## src/rtl/coin_acceptor.sv

```systemverilog
// ============================================================================
// coin_acceptor : sync/debounce of raw coin sensors, single-cycle coin pulses
// Revision 1.0
// ============================================================================
`default_nettype none

module coin_acceptor #(
   parameter int DEBOUNCE_CYCLES = 4,
   parameter int GAP_CYCLES      = 2,
   parameter int CNT_W           = 8
) (
   input  logic             clk,
   input  logic             rst,
   input  logic             raw_nickel,
   input  logic             raw_dime,
   input  logic             raw_quarter,
   input  logic             accept_en,
   output logic             nickel,
   output logic             dime,
   output logic             quarter,
   output logic             reject,
   output logic             busy,
   output logic [CNT_W-1:0] coin_count
);

   localparam int CW = $clog2(DEBOUNCE_CYCLES + 1);
   localparam int GW = $clog2(GAP_CYCLES + 1);
   localparam logic [CW-1:0] c_deb_last = CW'(DEBOUNCE_CYCLES - 1);
   localparam logic [GW-1:0] c_gap_last = GW'(GAP_CYCLES - 1);

   typedef enum logic [2:0] {
      IDLE    = 3'd0,
      SETTLE  = 3'd1,
      EMIT    = 3'd2,
      REJECT  = 3'd3,
      RELEASE = 3'd4,
      GAP     = 3'd5
   } state_t;

   state_t          r_state;
   logic [2:0]      r_sync1;
   logic [2:0]      r_sync2;
   logic [2:0]      r_pat;
   logic [CW-1:0]   r_cnt;
   logic [GW-1:0]   r_gcnt;
   logic            w_onehot;
   logic [2:0]      w_s;

   always_ff @(posedge clk or posedge rst) begin
      if (rst) begin
         r_sync1 <= 3'b000;
         r_sync2 <= 3'b000;
      end else begin
         r_sync1 <= {raw_quarter, raw_dime, raw_nickel};
         r_sync2 <= r_sync1;
      end
   end

   assign w_s      = r_sync2;
   assign w_onehot = ((r_pat & (r_pat - 3'd1)) == 3'd0) && (r_pat != 3'd0);

   // Reset lands in RELEASE so a coin held through reset must be seen gone first.
   always_ff @(posedge clk or posedge rst) begin
      if (rst) begin
         r_state    <= RELEASE;
         r_pat      <= 3'b000;
         r_cnt      <= '0;
         r_gcnt     <= '0;
         nickel     <= 1'b0;
         dime       <= 1'b0;
         quarter    <= 1'b0;
         reject     <= 1'b0;
         busy       <= 1'b0;
         coin_count <= '0;
      end else begin
         nickel  <= 1'b0;
         dime    <= 1'b0;
         quarter <= 1'b0;
         reject  <= 1'b0;
         busy    <= 1'b1;
         case (r_state)
            IDLE: begin
               if (w_s != 3'b000) begin
                  r_pat   <= w_s;
                  r_cnt   <= '0;
                  r_state <= SETTLE;
               end else begin
                  busy <= 1'b0;
               end
            end
            SETTLE: begin
               if (w_s != r_pat) begin
                  r_state <= IDLE;
                  busy    <= 1'b0;
               end else if (r_cnt == c_deb_last) begin
                  if (w_onehot && accept_en) begin
                     r_state    <= EMIT;
                     nickel     <= r_pat[0];
                     dime       <= r_pat[1];
                     quarter    <= r_pat[2];
                     coin_count <= coin_count + CNT_W'(1);
                  end else begin
                     r_state <= REJECT;
                     reject  <= 1'b1;
                  end
               end else begin
                  r_cnt <= r_cnt + CW'(1);
               end
            end
            EMIT, REJECT: begin
               r_state <= RELEASE;
               r_cnt   <= '0;
            end
            RELEASE: begin
               if (w_s != 3'b000) begin
                  r_cnt <= '0;
               end else if (r_cnt == c_deb_last) begin
                  r_state <= GAP;
                  r_cnt   <= '0;
                  r_gcnt  <= '0;
               end else begin
                  r_cnt <= r_cnt + CW'(1);
               end
            end
            GAP: begin
               if (r_gcnt == c_gap_last) begin
                  r_state <= IDLE;
                  busy    <= 1'b0;
               end else begin
                  r_gcnt <= r_gcnt + GW'(1);
               end
            end
            default: begin
               r_state <= RELEASE;
               r_cnt   <= '0;
            end
         endcase
      end
   end

endmodule

`default_nettype wire
```

## config.mk

```make
export PLATFORM = sky130hd
export DESIGN_NAME = coin_acceptor
export DESIGN_NICKNAME = d
export VERILOG_FILES = /design/src/rtl/coin_acceptor.sv
export SDC_FILE = /design/constraint.sdc
export NUM_CORES = 1
export LEC_CHECK = 0
export ABC_AREA = 1
export ABC_CLOCK_PERIOD_IN_PS = 2000
export CAP_MARGIN = 20
export CORE_MARGIN = 8
export CORE_UTILIZATION = 61
export DETAILED_ROUTE_END_ITERATION = 12
export DONT_BUFFER_PORTS = 1
export PLACE_DENSITY_LB_ADDON = 0.3
export SYNTH_ARGS = -nofsm -noshare
export SYNTH_HDL_FRONTEND = slang
export SYNTH_SLANG_ARGS = --single-unit
export TNS_END_PERCENT = 5
```

## constraint.sdc

```tcl
create_clock -name clk -period 2 [get_ports clk]
set_input_delay 0.4 -clock clk [delete_from_list [all_inputs] [get_ports clk]]
set_output_delay 0.4 -clock clk [all_outputs]
set_load 0.005 [all_outputs]
```

==> metrics list, run 1 <==
- Vertical die dimension: 66.0 µm
- WP data required: between 2 and 2.5 ns
- The number of nets handed over by synthesis was 194.
* Most used cells in the layout excluding fill and tap cells: 60 x sky130_fd_sc_hd__nand2_1, 29 x sky130_fd_sc_hd__dfrtp_1, 24 x sky130_fd_sc_hd__inv_1
* DRT Pass-1 Iters: 4
- In the global route stage, overall resource usage came out at approximately 15%.
- Buffers added to address setup during post-CTS repair amount to 0.
- At the pin with the least slew margin, the transition time is between 0.3 and 0.4 ns.
- Vias: around 1.2k
* Utilization after layout: 66.8%
- # IOs: 19
* Critical path data arrival time: between 1.5 and 2 ns
- Antenna Violating Nets Remaining: 0
* Register-to-Register Setup Slack: about 0.36 ns
- Global routing finished with a remaining overflow of 0.
- Root buffer cell: sky130_fd_sc_hd__clkbuf_4
* Pwr per Cell Area: between 1000 and 1500 nW/µm²
* Leading cell type in the layout, fill and taps excluded: sky130_fd_sc_hd__nand2_1
* Run status: finished clean
- Subtracting the final worst setup slack from the clock period gives ~1.6 ns.
- Worst min-delay path class: input port to async pin
* TritonCTS clock tree: built
- After synthesis the netlist holds a flip-flop and latch count of 30.
- The count of buffers added on input and output ports is 0.
* Clock sink total: 30
* Floorplan die area: about 4400 µm²
- Instance area at placement: approximately 1600 µm²
- For the final routed database, the setup TNS stands at 0 ns.
- Initial cell density of the core: between 60 and 70%
- Cell depth of the worst flop-to-flop path: 8
- Derived from the worst setup path, the maximum achievable clock frequency is roughly 0.61 GHz.
- After routing the design area is around 1600 µm².
- Max-capacitance violation count: 0
* Final Setup Violations: 0
- Synthesis-to-layout area growth: 6.65%
- Crit Reg-Reg Startpoint: r_cnt[0]
- On the final layout, the worst clock skew is around 0.015 ns.
- Via density per instance: 5.29
- The repair_antennas step left the layout with diodes totalling 0.
- Synth warn: 0
* # resized after CTS: 0
- Clock latency on the worst-skew pair, taken at its later pin, is between 0.3 and 0.4 ns.
- Fin nets: a little over 200
- Static Leak: ~0.85 nW
* Synthesized area per cell: 8.33 µm²
* Clock Pin Slew Worst Setup and Hold Paths: ~0.09 ns
- For this block, the initial DRC count from the detailed router was 68.
* CTS Buffer Depth: 2
- Wire length of the first global-routing pass: slightly below 5000 µm
- In this run the critical register-to-register path is captured at r_cnt[0].
- Maximum resistive drop on vdd: around 740 µV
- Critical-path cell list: ha_1, ha_1, inv_1, nor2_1, nor3_2, nand2_1, nand2_1, nand2_1
- In this run, distinct cell masters in the synthesized netlist total 25.
- Initial antenna violation count: 0
- Sum of internal, switching and leakage power: roughly 0.0018 W
- Maximum single-stage delay on the critical path: around 0.40 ns
- Cts-stage hold buffer count: 0
* HPWL after DPL: approximately 2100 µm
* Mapped Area: roughly 1500 µm²
- Standard-cell rows: 18
- Entering global routing, the biggest net connects 31 pins.
- Routed wire length per instance: roughly 13 µm
* Final cell count without fillers: 222
- In the final layout, the share of cells above drive strength 1 is around 11%.
* Largest driver fanout on the critical path: 5
* CP Capture Type: flip-flop
- Final-report max-slew violation count: 0
- Library cell contributing the largest single delay on the critical path: sky130_fd_sc_hd__dfrtp_1
- The count of final hold-check violations is 0.
* Aggregate routed wire length: 2820 µm
* Kind of critical path: flip-flop to flip-flop
- Setup repair after global routing missed its margin: false
- Worst max-slew margin expressed relative to the limit: between 70% and 80%
- Synthesis produced 183 cells.
- The congestion estimate from routability-driven global placement came to about 0.85.
- The H-tree was split into 2 levels.
* Launching element type of the critical path: flip-flop
- After synthesis, flip-flops and latches occupy between 40% and 50% of the total area.
- Portion of the clock cycle consumed by the worst path in the final layout: a little over 80%
- The die is approximately 66 µm wide.
* Number of remaining DRC errors: 0
* Core Box Area: 2430 µm²
- Most frequent CP cell: sky130_fd_sc_hd__nand2_1
* Number of clock buffers inserted by TritonCTS: 5
* Number of global-route vias before repair: around 1.2k
* Count of placed standard cells including taps: between 200 and 250
## power by group
group          internal [W]  leakage, nW  switching (W)  total, W
logic              0.000213        0.425       0.000406  0.000619
clock network      0.000170       0.0353       0.000206  0.000376
registers          0.000712        0.389       0.000108  0.000820
total               0.00110        0.850       0.000720   0.00181
## synth_stat cells
cell	number	area (µm²)
sky130_fd_sc_hd__a21oi_1	2	10.0
sky130_fd_sc_hd__a21boi_2	1	11.3
sky130_fd_sc_hd__nand2_2	1	6.26
sky130_fd_sc_hd__o21ai_0	6	30.0
sky130_fd_sc_hd__nor2_1	16	60.1
sky130_fd_sc_hd__nor3_2	1	10.0
sky130_fd_sc_hd__inv_2	2	7.51
sky130_fd_sc_hd__dfrtp_1	29	726
sky130_fd_sc_hd__o2111ai_1	1	8.76
sky130_fd_sc_hd__buf_6	1	11.3
sky130_fd_sc_hd__o21ai_2	2	17.5
sky130_fd_sc_hd__nand3_2	1	10.0
sky130_fd_sc_hd__dfstp_2	1	26.3
sky130_fd_sc_hd__nor3_1	1	5.00
sky130_fd_sc_hd__nand2_1	60	225
sky130_fd_sc_hd__nand4_1	2	12.5
sky130_fd_sc_hd__inv_1	24	90.1
sky130_fd_sc_hd__a21boi_0	1	7.51
sky130_fd_sc_hd__nand3b_1	1	7.51
sky130_fd_sc_hd__xor2_1	3	26.3
sky130_fd_sc_hd__nand3_1	14	70.1
sky130_fd_sc_hd__xnor2_1	5	43.8
sky130_fd_sc_hd__ha_1	5	62.6
sky130_fd_sc_hd__nor2_4	2	22.5
sky130_fd_sc_hd__xnor2_2	1	16.3
## registers in the layout, summed over array words and instances (netlist names), 2 cells and up, named ones only
register,count
coin_count,8
r_cnt,3
r_pat,3
r_sync1,3
r_sync2,3
r_gcnt,2
r_state,2
## worst max-delay path, delay by kind of cell, from the launching register on
| family | cells | cell delay [ns] |
|---|---|---|
| and+or+nand+nor | 5 | 0.59 |
| DFF | 1 | 0.40 |
| adders and majority gates | 2 | 0.41 |
| buffers and inverters | 1 | 0.13 |
## cell type report
cell class / instances / area [µm²]
clock inverter: 1 / 5.00
sequential: 30 / 752
clock buffer: 7 / 55.1
timing repair buffer: 2 / 15.0
inverter: 26 / 97.6
fill: 175 / 807
multi-input combinational: 126 / 663
tap: 30 / 37.5
## per-stage QoR
step | worst slack (ns) | hold slack [ns]
2_1_floorplan | 0.557 | 0.331
3_3_place_gp | 0.449 | 0.332
3_5_place_dp | 0.384 | 0.339
4_1_cts | 0.376 | 0.0130
5_1_grt | 0.206 | 0.0333
6_report | 0.356 | 0.00922
## metal layers
metal | track usage, % | share of wire (%) | up-vias
li1 | - | - | 587
met1 | 16.9 | 45 | 538
met2 | 22.8 | 46 | 42
met3 | 5.93 | 6.8 | 8
met4 | 6.93 | 2.1 | 0
met5 | 0 | 0 | -
## cells by family after synthesis
logic type      Yosys count  synth area share [%]
simple gates             99                  28.2
xor+xnor                  9                  5.67
flops                    30                  49.3
buf+inv                  27                  7.14
fa+ha+maj                 5                  4.11
compound gates           13                  5.58
## worst max-delay path by stage
stage / start / endpoint / cells after the start
final: r_cnt[0] / r_cnt[0] / 8
after global routing: r_cnt[0] / r_cnt[0] / 8
after CTS: r_cnt[0] / r_cnt[0] / 8
after detailed placement: r_cnt[0] / r_cnt[1] / 8
after global placement: r_cnt[0] / r_cnt[1] / 8
after floorplan: r_cnt[0] / r_cnt[0] / 8
Power figures use the tool's default switching activity.
==> inputs of run 2 (changes only) <==
--- a/config.mk
+++ b/config.mk
@@ -6,7 +6,7 @@
 export NUM_CORES = 1
 export LEC_CHECK = 0
 export ABC_AREA = 1
-export ABC_CLOCK_PERIOD_IN_PS = 2000
+export ABC_CLOCK_PERIOD_IN_PS = 1600
 export CAP_MARGIN = 20
 export CORE_MARGIN = 8
 export CORE_UTILIZATION = 61
==> constraint.sdc (replaced) <==
create_clock -name clk -period 1.6 [get_ports clk]
set_input_delay 0.32 -clock clk [delete_from_list [all_inputs] [get_ports clk]]
set_output_delay 0.32 -clock clk [all_outputs]
set_load 0.005 [all_outputs]
==> metrics list, run 2 (synthesis gave the netlist of run 1 again) <==
- Register with the highest flop count: coin_count
- Floorplan die area: 4350 µm² (unchanged)
* Setup repair after global routing missed its margin: false
- The number of pins exceeding their max-slew limit in the final report is 0 (unchanged).
- The number of core rows is 18 (unchanged).
- The post-route fraction of the period consumed by the critical path is 93.7% (+11 points).
- The total cell area at the placement stage is 1570 µm² (unchanged).
- The maximum clock rate was 0.667 GHz (+9.7%).
- The initial antenna violation count was 0 (unchanged).
- Leading cell type in the layout, fill and taps excluded: sky130_fd_sc_hd__nand2_1
* Worst max-slew margin expressed relative to the limit: 75.6% (+0.34 points)
- Worst min-delay path class: flip-flop to flip-flop
* Pwr per Cell Area: 1440 nW/µm² (+29%)
* Number of diodes: 0 (unchanged)
- The average wire per cell in the routed design came to 13.5 µm (+6.3%).
- The sum of overflow across all layers after global routing is 0 (unchanged).
* Library cell contributing the largest single delay on the critical path: sky130_fd_sc_hd__dfrtp_1
* # IOs: 19 (unchanged)
- Final Setup Violations: 0 (unchanged)
- Maximum number of pins on one net before global-route repair: 31 (unchanged)
- The proportion of layout cells with a drive suffix above 1 was 13.2% (+2.3 points).
- The total iterations of the first detailed-routing run came to 4 (unchanged).
- The number of maximum-capacitance violations is 0 (unchanged).
- The placeable core region was 2430 µm² (unchanged).
* Initial cell density of the core: 62.7% (unchanged)
- The share of total power consumed by net switching came to 37.0% (-2.6 points).
* Static Leak: 0.881 nW (+3.7%)
- The clock transition at the registers of the reported paths was 0.08 ns (about the same).
- Critical path data arrival time: 1.72 ns (-0.15 ns)
* Vias: 1221 (+3.9%)
- The count of H-tree levels built during CTS was 2 (unchanged).
- Clock sink total: 30 (unchanged)
- Worst clock skew: 0.0157 ns (+0.000696 ns)
- The final estimated routing congestion in global placement is 0.879 (+3.4%).
* TritonCTS clock tree: built
* Run status: finished clean
- Vertical die dimension: 66.0 µm (unchanged)
- WP data required: 1.82 ns (-0.40 ns)
* Final period demand of the worst path: 1.50 ns (-0.145 ns)
* CP Capture Type: flip-flop
* Design internal power: 0.00155 W (+42%)
* Launching element type of the critical path: flip-flop
* Kind of critical path: flip-flop to flip-flop
* Count of buffering cells on the critical path with inverters included: 3 (+2)
* Final cell count without fillers: 227 (+2.3%)
- The quantity of I/O buffers inserted on ports is 0 (unchanged).
- The estimated wirelength of the detail-placed design is 2200 µm (+2.5%).
- CTS Buffer Depth: 2 (unchanged)
- The DRC violations left is 0 (unchanged).
- Maximum single-stage delay on the critical path: 0.39 ns (about the same)
- The power spent charging and discharging nets is 0.000912 W (+27%).
- Placement-stage worst setup slack: -0.00920 ns (-0.393 ns)
* Slew at the pin closest to its max-slew limit: 0.366 ns (-0.00512 ns)
- The library cells used most frequently in the layout, excluding fill and tap cells, are 60 x sky130_fd_sc_hd__nand2_1, 29 x sky130_fd_sc_hd__dfrtp_1, 23 x sky130_fd_sc_hd__inv_1.
- Critical-path cell list: inv_1, nand2_2, nor2_4, inv_2, nor2_1, nor3_2, buf_4, nand3_1, nand2_1
- Count of routing violations after the opening detailed-route iteration: 53 (-22%)
- Number of flip-flops under the largest register name: 8 (unchanged)
- Antenna Violating Nets Remaining: 0 (unchanged)
- The power share of the combinational group came to 33.9% (-0.2 points).
- Clock share of power: 24.8% (+4.1 points)
* Fin nets: 208 (+3.0%)
- The maximum VDD drop came to 1340 µV (+82%).
- The clock buffer count from CTS came to 5 (unchanged).
- Via density per instance: 5.38 (+1.6%)
- Count of placed standard cells including taps: 214 (unchanged)
* Largest driver fanout on the critical path: 5 (unchanged)
- Setup TNS: 0 ns (unchanged)
- Tot GR Track Use: 15.0% (+0.53 points)
* Wire length of the first global-routing pass: 5060 µm (+4.6%)
* Number of global-route vias before repair: 1140 (-1.1%)
- Sequential share of power: 41.3% (-3.9 points)
- Final setup slack of the worst path: 0.101 ns (-0.255 ns)
- The floorplan die width is 66.0 µm (unchanged).
* Final Instance Area: 1710 µm² (+5.0%)
- Worst-skew pair later-pin latency: 0.34 ns (about the same)
- Synthesis-to-layout area growth: 12.0%
* Aggregate routed wire length: 3060 µm (+8.7%)
- Broken down by cell family, the worst path's largest delay share belongs to simple AND/OR/NAND/NOR gates.
* Hold Fails Final Rpt: 0 (unchanged)
- The worst-case hold slack is 0.354 ns (+0.345 ns).
* Root buffer cell: sky130_fd_sc_hd__clkbuf_4
## run 2: final cells by class
class | instances | area (µm²)
well taps | 30 | 37.5
fillers | 195 | 726
clock buffers | 6 | 51.3
clock inverters | 1 | 30.0
inverters | 26 | 97.6
repair buffers | 8 | 70.1
flip-flops and latches | 30 | 752
multi-input cells | 126 | 668
## run 2: per-layer routing
layer	vias up	GRT usage (%)	share of wire [%]
met1	571	17.6	42
met3	11	4.75	7.5
met2	46	23.9	49
li1	593	-	-
met4	0	8.53	2.3
met5	-	0	0
## run 2: metrics by stage
step / utilization (%) / total power (W)
6_report: 70.2 / 0.00246
5_1_grt: 70.2 / 0.00264
4_1_cts: 69.7 / 0.00244
3_5_place_dp: 64.4 / 0.00181
3_3_place_gp: 64.4 / 0.00175
2_1_floorplan: - / 0.00163
## run 2: final timing paths
kind                                 end  slack [ns]        from  cells past startpoint
max reg2reg                     r_cnt[0]        0.10  r_state[1]                      9
max in group asynchronous      async pin        0.78         rst                      3
min                           r_sync2[0]        0.35  r_sync1[0]                      0
max                             r_cnt[0]        0.10  r_state[1]                      9
min in group asynchronous  coin_count[2]        0.50         rst                      3
min reg2reg                   r_sync2[0]        0.35  r_sync1[0]                      0
## run 2: what timing repair did
item                                   in CTS  in global routing
setup endpoints to repair                   3                  3
gates resized for setup                     1                  2
endpoints found under the hold margin      32                  0
buffers inserted                            1                  1
pin swaps                                   2                  1
hold buffers                                4                  0
## run 2: power by group through the flow
| stage | Combinational (W) | Sequential, W | Clock [W] |
|---|---|---|---|
| after floorplan | 0.000636 | 0.000998 | 0 |
| after detailed placement | 0.000774 | 0.00103 | 0 |
| after global routing | 0.000939 | 0.00104 | 0.000662 |
| after CTS | 0.000801 | 0.00102 | 0.000626 |
| final | 0.000835 | 0.00102 | 0.000612 |
| after global placement | 0.000731 | 0.00102 | 0 |
## run 2: worst reg2reg max path: cells and delay by family (launching register included)
family        cells  cell delay (ns)
buf+inv           3             0.32
simple gates      6             0.69
flops             1             0.39
==> edit 1: new RTL, flow settings as in run 1 <==
Set the parameter `DEBOUNCE_CYCLES` to 2 (it was 4).
--- a/src/rtl/coin_acceptor.sv
+++ b/src/rtl/coin_acceptor.sv
@@ -5,7 +5,7 @@
 `default_nettype none
 
 module coin_acceptor #(
-   parameter int DEBOUNCE_CYCLES = 4,
+   parameter int DEBOUNCE_CYCLES = 2,
    parameter int GAP_CYCLES      = 2,
    parameter int CNT_W           = 8
 ) (
Formal check against the unedited RTL: not equivalent (Yosys sat finds a counterexample within 10 cycles, from zero or initial values and one cycle with rst high).
==> edit 1 against run 1 <==
Wire length down 5.1%; synthesized area down 6.9%; final area down 5.2%; highest routed layer unchanged; sequential cell count down 1; total power up 14%; utilization up 2.8 points; setup slack better by 0.0086 ns.
==> edit 1: results (changes against run 1) <==
* Status: complete, no violations (unchanged)
* Final worst hold slack at 0.0357 ns (was 0.00922 ns)
* Worst setup slack after placement at 0.393 ns (was 0.384 ns)
* Average wire per standard cell at 13.4 um (was 12.7 um)
* Top cells by area in the synthesized netlist: dfrtp_1 49%, nand2_1 11%, inv_1 6.9%, ha_1 3.5%, nand3_1 3.5% (was dfrtp_1 48%, nand2_1 15%, inv_1 5.9%, nand3_1 4.6%, ha_1 4.1%)
* Global-route wire length before repair at 4820 um (was 4840 um)
* Post-Syn Nets at 174 (was 194)
* Seq_cells at 29 (was 30)
* Clock buffers at 5 (was 7)
* Arrival time worst endpoint at 1.85 ns (was 1.87 ns)
* Met1 wire length at 1120 um (was 1270 um)
* Number of distinct library cell variants in the gate-level netlist after synthesis at 23 (was 25)
* Multi-input gates at 106 (was 126)
* Total met3 wirelength after detailed routing at 221 um (was 192 um)
* Reg2Reg Launch Point: r_sync2[0] (was r_cnt[0])
* Utilization of the core after routing at 69.6% (was 66.8%)
* Placeable Area at 2210 um^2 (was 2430 um^2)
* Post-Route Skew at 0.00772 ns (was 0.0150 ns)
* Non-clock inverters at 28 (was 26)
* DP HPWL at 2010 um (was 2150 um)
* Layout Cells excl Fill at 200 (was 222)
* Sequential share of cell area at 47.2% (was 46.3%)
* Non-clock buffer instance count of the final layout at 1 (was 2)
* Filler cell count at 182 (was 175)
* Static Leakage at 0.789 nW (was 0.850 nW)
* Worst stage delay on the critical path at 0.44 ns (was 0.40 ns)
* Total met2 wirelength after detailed routing at 1270 um (was 1290 um)
* Mean Syn Cell Area at 8.65 um^2 (was 8.33 um^2)
* Total cell area at the placement stage at 1460 um^2 (was 1570 um^2)
* Maximum ir drop on the vdd rail at 0.786 mV (was 0.736 mV)
* Number of cells on the worst reg-to-reg path at 5 (was 8)
* Met3 Use GR at 7.49% (was 5.93%)
* Post-layout nets at 181 (was 202)
* Endpoint of the worst-slack reg-to-reg timing path: busy (was r_cnt[0])
* CP max-delay cell: nor3_1 (was dfrtp_1)
* Via count of the first global-routing pass at 1109 (was 1153)
* Non-clock buffers, area share at 0.487% (was 0.924%)
* Commonest cells post-synth: 41 x nand2_1, 28 x dfrtp_1, 26 x inv_1 (was 60 x nand2_1, 29 x dfrtp_1, 24 x inv_1)
* Proportion of layout cells with a drive suffix above 1 at 13.4% (was 10.9%)
* Net switching fraction of the power at 40.4% (was 39.7%)
* Sequential group share of total power at 41.0% (was 45.2%)
==> edit 1: cell families (layout without fill, tap and decap cells) <==
group,after synthesis,after routing,synth area share (%)
buf+inv,29,37,7.76
xor+xnor,7,7,4.32
simple gates,79,79,27.2
fa+ha+maj,4,4,3.53
flops,29,29,51.2
compound gates,16,16,5.91
==> edit 1: worst max path at each step <==
stage | from | to | slack, ns | cells after the start
6_report | r_sync2[0] | busy | 0.36 | 5
5_1_grt | r_sync2[0] | busy | 0.25 | 5
4_1_cts | r_sync2[0] | busy | 0.38 | 5
3_5_place_dp | r_sync2[0] | busy | 0.39 | 5
3_3_place_gp | r_sync2[0] | busy | 0.36 | 5
2_1_floorplan | r_sync2[2] | coin_count[2] | 0.68 | 6
==> edit 1: worst reg2reg max path, delay by kind of cell, from the launching register on <==
| family | cells | cell delay [ns] |
|---|---|---|
| compound gates | 2 | 0.23 |
| flops | 1 | 0.41 |
| simple gates | 3 | 0.88 |
==> edit 2: new RTL, settings of run 1 <==
Without the edit above. Put one more register stage on the output `coin_count`, cleared by the reset. The value now appears one clock later. The other outputs are not delayed to match.
--- a/src/rtl/coin_acceptor.sv
+++ b/src/rtl/coin_acceptor.sv
@@ -37,6 +37,8 @@
       GAP     = 3'd5
    } state_t;
 
+   logic [CNT_W-1:0] coin_count_s0;
+
    state_t          r_state;
    logic [2:0]      r_sync1;
    logic [2:0]      r_sync2;
@@ -71,7 +73,7 @@
          quarter    <= 1'b0;
          reject     <= 1'b0;
          busy       <= 1'b0;
-         coin_count <= '0;
+         coin_count_s0 <= '0;
       end else begin
          nickel  <= 1'b0;
          dime    <= 1'b0;
@@ -98,7 +100,7 @@
                      nickel     <= r_pat[0];
                      dime       <= r_pat[1];
                      quarter    <= r_pat[2];
-                     coin_count <= coin_count + CNT_W'(1);
+                     coin_count_s0 <= coin_count_s0 + CNT_W'(1);
                   end else begin
                      r_state <= REJECT;
                      reject  <= 1'b1;
@@ -138,6 +140,14 @@
       end
    end
 
+   always_ff @(posedge clk or posedge rst) begin
+      if (rst) begin
+         coin_count <= '0;
+      end else begin
+         coin_count <= coin_count_s0;
+      end
+   end
+
 endmodule
 
 `default_nettype wire
Function: same outputs for any inputs over 10 cycles, from zero or initial values and one cycle with rst high; that may be too few to reach the edited logic, so the function may still have changed.
==> edit 2 against run 1 <==
Clock skew shrank 0.0055 ns; total power grew 27%; worst hold slack better by 0.062 ns; combinational power grew 1%; critical endpoint unchanged; sequential power up 21%; clock power increased by 78%; final area increased by 16%; synthesized area rose by 11%; sequential share of layout area is 4.4 points higher; sequential cell count grew 8; critical path type unchanged; wire length grew 2.2%; highest routed layer unchanged; setup slack is essentially flat; critical path depth unchanged; first-iteration DRC count up 1.5%.
==> edit 2: results (changes against run 1) <==
* Mean Syn Cell Area at 9.09 um^2 (was 8.33 um^2)
* Clock-pin slew reported for the worst setup and hold paths after clock tree synthesis at 0.11 ns (was 0.09 ns)
* Total met3 wirelength after detailed routing at 163 um (was 192 um)
* Synthesized cell area at 1700 um^2 (was 1520 um^2)
* Worst max-slew margin expressed relative to the limit at 72.9% (was 75.2%)
* Post-synthesis share of cell area spent on xor and xnor gates at 5.08% (was 5.67%)
* Layout Cells excl Fill at 228 (was 222)
* Post-Syn Nets at 198 (was 194)
* Status: complete, no violations (unchanged)
* Placed cells at 219 (was 214)
* Clock buffers at 6 (was 7)
* P_comb at 0.628 mW (was 0.619 mW)
* Total cell area at the placement stage at 1760 um^2 (was 1570 um^2)
* Static Leakage at 0.986 nW (was 0.850 nW)
* Overall routed net length at 2880 um (was 2820 um)
* Multi-input combinational cell area at 644 um^2 (was 663 um^2)
* Largest fanout of any net on the critical path at 6 (was 5)
* Sequential share of cell area at 50.7% (was 46.3%)
* Clock share of power at 29.2% (was 20.7%)
* Non-clock buffers, area share at 1.60% (was 0.924%)
* Sequential area share after synthesis at 56.0% (was 49.3%)
* Commonest cells post-synth: 55 x nand2_1, 37 x dfrtp_1, 21 x inv_1 (was 60 x nand2_1, 29 x dfrtp_1, 24 x inv_1)
* Total met2 wirelength after detailed routing at 1480 um (was 1290 um)
* Met1 wire length at 1190 um (was 1270 um)
* Maximum number of pins on one net before global-route repair at 30 (was 31)
* Post-synthesis compound-gate area fraction at 5.01% (was 5.58%)
==> edit 2: worst max-delay path, stage by stage, from the launching register on <==
cell	delay [ns]
dfrtp_1	0.42
ha_1	0.23
ha_1	0.22
inv_1	0.15
a21oi_1	0.09
nor2_1	0.12
nand2_1	0.14
nand2_1	0.09
o21ai_0	0.08
==> edit 2: path summary, 6_finish.rpt <==
kind | startpoint | endpoint | slack [ns] | cells past startpoint
worst max-delay path | r_cnt[0] | r_cnt[0] | 0.36 | 8
worst min-delay path | raw_quarter | r_sync1[2] | 0.07 | 0
worst max register to register | r_cnt[0] | r_cnt[0] | 0.36 | 8
worst min register to register | r_sync1[1] | r_sync2[1] | 0.36 | 0
max in group asynchronous | rst | asynchronous set/reset pin | 0.96 | 3
min in group asynchronous | rst | coin_count_s0[1] | 0.48 | 2
==> edit 2: routing by layer <==
layer  vias up  GRT usage (%)
li1        599              -
met1       580           16.9
met2        23           25.2
met3         5           6.46
met4         0           7.52
met5         -              0
